**config.mk**
```make
export PLATFORM = sky130hd
export DESIGN_NAME = core_seq_flat
export DESIGN_NICKNAME = d
export VERILOG_FILES = /design/src/rtl/core_seq_pkg.sv /design/src/rtl/core_seq_if.sv /design/src/rtl/core_seq_fetch_wdt.sv /design/src/rtl/core_seq.sv /design/src/flat_wrapper.sv
export SDC_FILE = /design/constraint.sdc
export NUM_CORES = 1
export LEC_CHECK = 0
export ABC_AREA = 0
export CORE_ASPECT_RATIO = 0.9
export CORE_MARGIN = 5
export CORE_UTILIZATION = 30
export CTS_CLUSTER_SIZE = 24
export DETAILED_ROUTE_END_ITERATION = 7
export PLACE_DENSITY_LB_ADDON = 0.1
export RECOVER_POWER = 100
export SETUP_SLACK_MARGIN = 0.2
export SYNTH_ARGS = -nofsm -noshare
export SYNTH_HDL_FRONTEND = slang
export SYNTH_SLANG_ARGS = --single-unit
```
**constraint.sdc**
```tcl
create_clock -name clk -period 2.3 [get_ports clk]
set_input_delay 0.46 -clock clk [delete_from_list [all_inputs] [get_ports clk]]
set_output_delay 0.46 -clock clk [all_outputs]
set_load 0.1 [all_outputs]
```
**src/rtl/core_seq_pkg.sv**
```systemverilog
// +------------------------------------------------------------------+
// | core_seq_pkg: shared state encoding and instruction constants.    |
// | Rev 1.0                                                          |
// +------------------------------------------------------------------+
`default_nettype none

package core_seq_pkg;

  typedef enum logic [2:0] {
    FETCH = 3'd0,
    WAIT  = 3'd1,
    EXEC  = 3'd2,
    WB    = 3'd3,
    HALT  = 3'd4,
    ERR   = 3'd5
  } state_e;

  localparam logic [31:0] INST_EBREAK = 32'h0010_0073;
  localparam logic [31:0] INST_NOP    = 32'h0000_0013;

  function automatic logic is_misaligned(input logic [31:0] addr);
    return addr[1:0] != 2'b00;
  endfunction

endpackage

`default_nettype wire

```
**src/rtl/core_seq_if.sv**
```systemverilog
// +------------------------------------------------------------------+
// | core_seq_if: instruction-memory request/response bus.            |
// | Rev 1.0                                                          |
// +------------------------------------------------------------------+
`default_nettype none

interface core_seq_if;
  logic        imem_req_valid;
  logic        imem_req_ready;
  logic [31:0] imem_addr;
  logic        imem_rsp_valid;
  logic [31:0] imem_rdata;

  modport master (
    output imem_req_valid,
    output imem_addr,
    input  imem_req_ready,
    input  imem_rsp_valid,
    input  imem_rdata
  );

  modport slave (
    input  imem_req_valid,
    input  imem_addr,
    output imem_req_ready,
    output imem_rsp_valid,
    output imem_rdata
  );
endinterface

`default_nettype wire

```
**src/rtl/core_seq_fetch_wdt.sv**
```systemverilog
// +------------------------------------------------------------------+
// | fetch_wdt: 8-bit fetch watchdog, expires at TIMEOUT-1.            |
// | Rev 1.0                                                          |
// +------------------------------------------------------------------+
`default_nettype none

module fetch_wdt #(
  parameter int unsigned TIMEOUT = 255
) (
  input  logic clk,
  input  logic rst,
  input  logic clr,
  input  logic en,
  output logic expire
);

  localparam logic [7:0] LAST = 8'(TIMEOUT - 1);

  logic [7:0] cnt_q;
  logic [7:0] cnt_d;

  always_comb begin
    cnt_d = cnt_q;
    if (clr) begin
      cnt_d = 8'd0;
    end else if (en) begin
      cnt_d = cnt_q + 8'd1;
    end
  end

  always_ff @(posedge clk) begin
    if (!rst) begin
      cnt_q <= 8'd0;
    end else begin
      cnt_q <= cnt_d;
    end
  end

  assign expire = (cnt_q == LAST);

endmodule

`default_nettype wire

```
**src/rtl/core_seq.sv**
```systemverilog
// +------------------------------------------------------------------+
// | core_seq: multi-cycle fetch/exec/writeback sequencer for RV32.   |
// | Rev 1.0                                                          |
// +------------------------------------------------------------------+
`default_nettype none

module core_seq
  import core_seq_pkg::*;
#(
  parameter logic [31:0] RESET_PC = 32'h8000_0000,
  parameter int unsigned TIMEOUT  = 255
) (
  input  logic              clk,
  input  logic              rst,
  core_seq_if.master        imem_bus,
  output logic [31:0]       inst,
  output logic [31:0]       pc,
  output logic              exec_en,
  input  logic              regwrite,
  output logic              reg_wen,
  input  logic              jump_en,
  input  logic [31:0]       jump_target,
  output logic              halt,
  output logic              err,
  output logic [31:0]       retire_cnt
);

  state_e      state_q, state_d;
  logic [31:0] pc_q, pc_d;
  logic [31:0] inst_q, inst_d;
  logic [31:0] retire_q, retire_d;
  logic        halt_q, halt_d;
  logic        err_q, err_d;

  logic req_valid;
  logic exec_strobe;
  logic wen_strobe;
  logic wdt_clr;
  logic wdt_en;
  logic wdt_expire;

  fetch_wdt #(
    .TIMEOUT (TIMEOUT)
  ) u_fetch_wdt (
    .clk    (clk),
    .rst    (rst),
    .clr    (wdt_clr),
    .en     (wdt_en),
    .expire (wdt_expire)
  );

  always_comb begin
    state_d     = state_q;
    pc_d        = pc_q;
    inst_d      = inst_q;
    retire_d    = retire_q;
    halt_d      = halt_q;
    err_d       = err_q;
    req_valid   = 1'b0;
    exec_strobe = 1'b0;
    wen_strobe  = 1'b0;
    wdt_clr     = 1'b0;
    wdt_en      = 1'b0;

    case (state_q)
      FETCH: begin
        req_valid = 1'b1;
        if (imem_bus.imem_req_ready) begin
          wdt_clr = 1'b1;
          state_d = WAIT;
        end
      end
      WAIT: begin
        // A response arriving on the expiry cycle still wins over the timeout.
        if (imem_bus.imem_rsp_valid) begin
          inst_d  = imem_bus.imem_rdata;
          state_d = EXEC;
        end else if (wdt_expire) begin
          err_d   = 1'b1;
          state_d = ERR;
        end else begin
          wdt_en = 1'b1;
        end
      end
      EXEC: begin
        exec_strobe = 1'b1;
        state_d     = WB;
      end
      WB: begin
        if (inst_q == INST_EBREAK) begin
          halt_d   = 1'b1;
          retire_d = retire_q + 32'd1;
          state_d  = HALT;
        end else if (jump_en && is_misaligned(jump_target)) begin
          err_d   = 1'b1;
          state_d = ERR;
        end else begin
          wen_strobe = regwrite;
          pc_d       = jump_en ? jump_target : pc_q + 32'd4;
          retire_d   = retire_q + 32'd1;
          state_d    = FETCH;
        end
      end
      HALT: state_d = HALT;
      ERR:  state_d = ERR;
      default: state_d = ERR;
    endcase
  end

  always_ff @(posedge clk) begin
    if (!rst) begin
      state_q  <= FETCH;
      pc_q     <= RESET_PC;
      inst_q   <= INST_NOP;
      retire_q <= 32'd0;
      halt_q   <= 1'b0;
      err_q    <= 1'b0;
    end else begin
      state_q  <= state_d;
      pc_q     <= pc_d;
      inst_q   <= inst_d;
      retire_q <= retire_d;
      halt_q   <= halt_d;
      err_q    <= err_d;
    end
  end

  // Strobes are masked while reset is held so nothing leaks out mid-reset.
  assign imem_bus.imem_req_valid = rst & req_valid;
  assign imem_bus.imem_addr      = pc_q;
  assign exec_en                 = rst & exec_strobe;
  assign reg_wen                 = rst & wen_strobe;

  assign inst       = inst_q;
  assign pc         = pc_q;
  assign halt       = halt_q;
  assign err        = err_q;
  assign retire_cnt = retire_q;

endmodule

`default_nettype wire
```
**src/flat_wrapper.sv**
```systemverilog
// flat-port wrapper written by rule: the top's interface ports become plain ports
module core_seq_flat import core_seq_pkg::*;
#(
  parameter logic [31:0] RESET_PC = 32'h8000_0000,
  parameter int unsigned TIMEOUT  = 255
)
  (clk, rst, inst, pc, exec_en, regwrite, reg_wen, jump_en, jump_target, halt, err, retire_cnt, imem_bus_imem_req_valid, imem_bus_imem_addr, imem_bus_imem_req_ready, imem_bus_imem_rsp_valid, imem_bus_imem_rdata);
  core_seq_if imem_bus_i ();
  input  logic clk;
  input  logic rst;
  output logic [31:0] inst;
  output logic [31:0] pc;
  output logic exec_en;
  input  logic regwrite;
  output logic reg_wen;
  input  logic jump_en;
  input  logic [31:0] jump_target;
  output logic halt;
  output logic err;
  output logic [31:0] retire_cnt;
  output wire logic [$bits(imem_bus_i.imem_req_valid)-1:0] imem_bus_imem_req_valid;
  output wire logic [$bits(imem_bus_i.imem_addr)-1:0] imem_bus_imem_addr;
  input wire logic [$bits(imem_bus_i.imem_req_ready)-1:0] imem_bus_imem_req_ready;
  input wire logic [$bits(imem_bus_i.imem_rsp_valid)-1:0] imem_bus_imem_rsp_valid;
  input wire logic [$bits(imem_bus_i.imem_rdata)-1:0] imem_bus_imem_rdata;
  assign imem_bus_imem_req_valid = imem_bus_i.imem_req_valid;
  assign imem_bus_imem_addr = imem_bus_i.imem_addr;
  assign imem_bus_i.imem_req_ready = imem_bus_imem_req_ready;
  assign imem_bus_i.imem_rsp_valid = imem_bus_imem_rsp_valid;
  assign imem_bus_i.imem_rdata = imem_bus_imem_rdata;
  core_seq #(.RESET_PC(RESET_PC), .TIMEOUT(TIMEOUT)) u_core (.clk(clk), .rst(rst), .imem_bus(imem_bus_i), .inst(inst), .pc(pc), .exec_en(exec_en), .regwrite(regwrite), .reg_wen(reg_wen), .jump_en(jump_en), .jump_target(jump_target), .halt(halt), .err(err), .retire_cnt(retire_cnt));
endmodule
```
======== Yosys cells after proc, flatten, opt, wreduce, memory -nomap -nowiden ========
Index checks and enable logic that the tools add are counted.
storage, ports and cells
  bits in registers ....................... 109
  output and inout bits ................... 133
  word-level logic and storage cells ...... 64
cells by class
  $add $sub $neg .......................... 3
  eq/ne operators ......................... 13
  muxes and demuxes ....................... 24
  bitwise logic cells ..................... 6
  reductions and logical operators ........ 11
operators with widths
  cell                                                    number
  two-way mux 32 bit                                      3
  adder 32 x 1 -> 32 bit (second input constant)          1
  adder 32 x 3 -> 32 bit (second input constant)          1
  equality test 32 x 21 -> 1 bit (second input constant)  1
  two-way mux 3 bit                                       5
  case mux 3 bit (5 select lines)                         1
  two-way mux 1 bit                                       14
  adder 8 x 1 -> 8 bit (second input constant)            1
  equality test 8 bit (second input constant)             1
  inequality test 2 bit (second input constant)           4
  AND reduction 2 bit                                     4
  equality test 3 x 2 -> 1 bit (second input constant)    2
  AND reduction 5 bit                                     1
  inequality test 2 x 1 -> 1 bit (second input constant)  2
  nonzero test 2 bit                                      2
  bitwise AND 1 bit                                       3
  equality test 3 x 1 -> 1 bit (second input constant)    1
  equality test 3 bit (second input constant)             1
  logical NOT 3 bit                                       1
  inequality test 3 bit (second input constant)           1
  inverter 1 bit                                          3
  AND reduction 3 bit                                     1
  case mux 1 bit (2 select lines)                         1
  OR reduction 2 bit                                      1
  logical AND 1 bit                                       1

======== Depth between registers and ports, before layout ========
  depth after elaboration ................. 6
  mapped depth ............................ 8

======== Cells and area by module ========
Synthesis repeated with hierarchy kept, for this count alone.
second synthesis, totals
  cell total of the unflattened synthesis .. 744
  area, all modules ....................... 5,741.8 um2
by module, submodules not included
  module     times used  cells each  area an instance (um2)
  core_seq   1           702         5,376.4
  fetch_wdt  1           42          365.4

======== Worst setup path after synthesis ========
Ideal clock, no wire load.
  path kind ............................... register to output
  start ................................... reg u_core.inst_q[14], in the netlist u_core.inst[14]
  end ..................................... out reg_wen
  arrival time ............................ 2,753 ps
  required time ........................... 1,840 ps
  slack ................................... -913 ps
  stages on the path, launching flop included .. 7
  buffers on the path ..................... 2
  cell sequence ........................... dfxtp_1 -> nor4_1 -> and4_1 -> buf_4 -> a21oi_2 -> buf_2 -> and3_1
between the ends
  longest elaborated chain between the ends .. 4
RTL lines
  element                         RTL line            text
  from (decl)                     core_seq.sv:30      logic [31:0] inst_q, inst_d;
  from (signal assigned)          core_seq.sv:121     inst_q <= inst_d;
  equality test 32 x 21 -> 1 bit  core_seq.sv:90      if (inst_q == INST_EBREAK) begin
  two-way mux 1 bit               core_seq.sv:90
  two-way mux 1 bit               core_seq.sv:65      case (state_q)
  bitwise AND 1 bit               core_seq.sv:132     assign reg_wen = rst & wen_strobe;
  to (decl)                       flat_wrapper.sv:15  output logic reg_wen;
No other way between the ends.

======== Worst setup path in the final report ========
  start ................................... reg u_core.inst_q[10], in the netlist u_core.inst[10]
  end ..................................... out reg_wen
Same word-level chain as after synthesis.

==> results.ini <==
[run_status]
outcome = finished, final reports clean

[flow_run]
drv_cap = 0

[worst_setup_path]
cp_max_fo = 4
reg2reg_from = u_core.inst[3]
critPathKind = reg2out
critPathTopFamily = simple AND/OR/NAND/NOR gates
cp-start-kind = flop
required_ns = 1.84
slowest_stage = dfxtp_4
slowest_delay_ns = 0.36
cp.arrival_ns = 1.79
cp-startpoint = u_core.inst[10]
cp_num_buf_inv = 2
cp-end-kind = primary output
crit_chain = nor4b_2, and4_4, buf_6, a21oi_2, and3_4, buf_12

[die]
fp.dieW_um = 157
die-area_um2 = 22300
design.core.area_um2 = 19200
initial_core_util = 0.304
rows = 48
design.portCount = 203
die-height_um = 142

[clocking]
cts_buffers = 9
clk_path_buf_depth = 2
cts_tree = yes
cts-root-buf = clkbuf_16
cts_hold_buffers = 0
clock-sinks = 109
clk_pin_slew_ns = 0.08
clock_latency_ns = 0.35
cts_max_level = 3

[logic_synthesis]
synth_compound_area_frac = 0.223
dominantRegCellSynth = dfxtp_1
synthSimpleGateAreaFrac = 0.292
synthArstFlopShare = 0
yosysWarnings = 0
synthesis.nets = 821
synth_area_per_cell_um2 = 7.80
synth_xor_area_frac = 0.00902
syn-cell-area_um2 = 5820
synth_fa_ha_area_frac = 0.00859
ys_types = 63
synth_mux_area_frac = 0.00687
ys_seq_area_frac = 0.375
netlist_instances = 747
synth-edff-count = 0
synth_top_family_by_area = simple AND/OR/NAND/NOR gates
ys_seq_elements = 109

[timing]
tightest_slew_ns = 0.793
fin_crit_sh = 0.977
rsz0062_at_grt = true
hold_violations = 0
slew_viol_final = 0
setup_viol = 0
max_freq_ghz = 0.445
finalClockSkew_ns = 0.00736
finalCriticalPeriod_ns = 2.25
slew_headroom = 0.472

[global_routing]
grt_pass1_wl_um = 32000
grt.total_usage = 0.174
grt_pass1_vias = 6182
antenna_found_initial = 0
grt_max_degree = 89
grt-ovfl-total = 0

[route]
drt_first_pass_iters = 5
drc_errors = 0
wl_per_cell_um = 18.0
vias_per_cell = 5.45
totalWireLength_um = 21200
ant_nets = 0
vias = 6435
drt-initial-drc-count = 297

[finish]
drive_gt1_frac = 0.351
fin_util = 0.429
syn2layout_area_growth_pct = 41.1
final_net_count = 1000
antennaDiodeCount = 0

[power]
p_total_mw = 4.37
power.ir.vdd_worst_mv = 0.382
p_leak_nw = 3.07
p_per_area_nw_per_um2 = 532

[placed_design]
placement.io_buffers = 202
place.gp.congestion = 0.827
dpl.hpwl_um = 14400

[hold_path]
hp-class = reg2reg
hp-start = u_core.inst[22]

## report_power, final
part	switching, mW	total (mW)	internal (mW)
Sequential	0.0502	1.95	1.90
Clock	0.768	1.54	0.777
Combinational	0.593	0.873	0.280
Total	1.41	4.37	2.96
## per-stage QoR
stage	setup slack, ns	std cells	instance area (um2)	hold slack (ns)	TNS [ns]
finish	0.0534	1181	8220	0.485	0
global placement	-0.187	1143	7860	0.463	-2.99
detailed placement	-0.292	1143	7860	0.470	-6.30
CTS	-0.00485	1162	8320	0.483	-0.00485
global route	-0.0392	1181	8220	0.505	-0.0392
floorplan	-0.00321	747	6040	0.480	-0.00321
## layer usage
layer  track usage  part of all wire  vias up
li1              -                 -     3105
met1         0.222              0.44     3067
met2         0.288              0.47      237
met3        0.0523             0.078       26
met4        0.0429             0.014        0
met5             0                 0        -
## cell usage in the layout (no fill, tap or decap), types with 24 or more instances in the layout
| cell type | n |
|---|---|
| o31ai_1 | 26 |
| dfxtp_1 | 31 |
| buf_4 | 33 |
| nand2_1 | 131 |
| a21oi_1 | 84 |
| or4_1 | 25 |
| clkdlybuf4s50_1 | 64 |
| nor2_1 | 39 |
| nand3_1 | 24 |
| dfxtp_2 | 34 |
| dfxtp_4 | 44 |
| clkbuf_2 | 131 |
## cell usage after synthesis, drive strengths merged, types with 9 or more instances
cell	number	area, um2
a21oi	88	455
a31oi	9	56.3
and3	18	113
and4	11	96.3
buf	43	315
clkbuf	43	161
dfxtp	109	2180
nand2	133	502
nand3	26	135
nand4	23	150
nor2	40	150
nor3	10	55.1
nor4	16	121
o21a	9	67.6
o21ai	22	114
o31ai	35	263
or4	25	188
## state kept, by name, summed over array words and instances (netlist names)
register	cells
u_core.state_q	3
u_core.u_fetch_wdt.cnt_q	8
u_core.retire_cnt	32
u_core.halt	1
u_core.err	1
u_core.imem_bus.imem_addr	32
u_core.inst	32
## cell families after synthesis
kind of cell,Yosys count
fa+ha+maj,4
xor+xnor,6
buf+inv,92
mux,4
flops,109
compound gates,206
simple gates,326
## final timing paths
kind | to | slack [ns] | cells past startpoint
worst max-delay path | reg_wen | 0.05 | 6
worst min-delay path | u_core.inst[22] | 0.49 | 2
worst max register to register | u_core.retire_cnt[22] | 0.29 | 6
worst min register to register | u_core.inst[22] | 0.49 | 2
## final cells by class
| cell class | count | area, um2 |
|---|---|---|
| Sequential cell | 109 | 2390 |
| Inverter | 6 | 22.5 |
| Multi-Input combinational cell | 550 | 3400 |
| Tap cell | 250 | 313 |
| Clock buffer | 10 | 239 |
| Fill cell | 1991 | 10900 |
| Clock inverter | 6 | 46.3 |
| Timing Repair Buffer | 250 | 1810 |
## worst register-to-register path: stages (launching register included)
cell and delay [ns]:
dfxtp_4 0.36, nor4bb_4 0.28, and4_4 0.30, buf_4 0.17
a21oi_4 0.13, or4_1 0.54, a21oi_1 0.14
## timing repair
item	CTS	global route
pin swaps	58	6
gates resized for setup	39	16
hold endpoints to repair	0	0
endpoints found under the setup margin	40	39
cloned	0	5
setup buffers	3	14
Note: power is estimated with default switching activity, not from simulation.
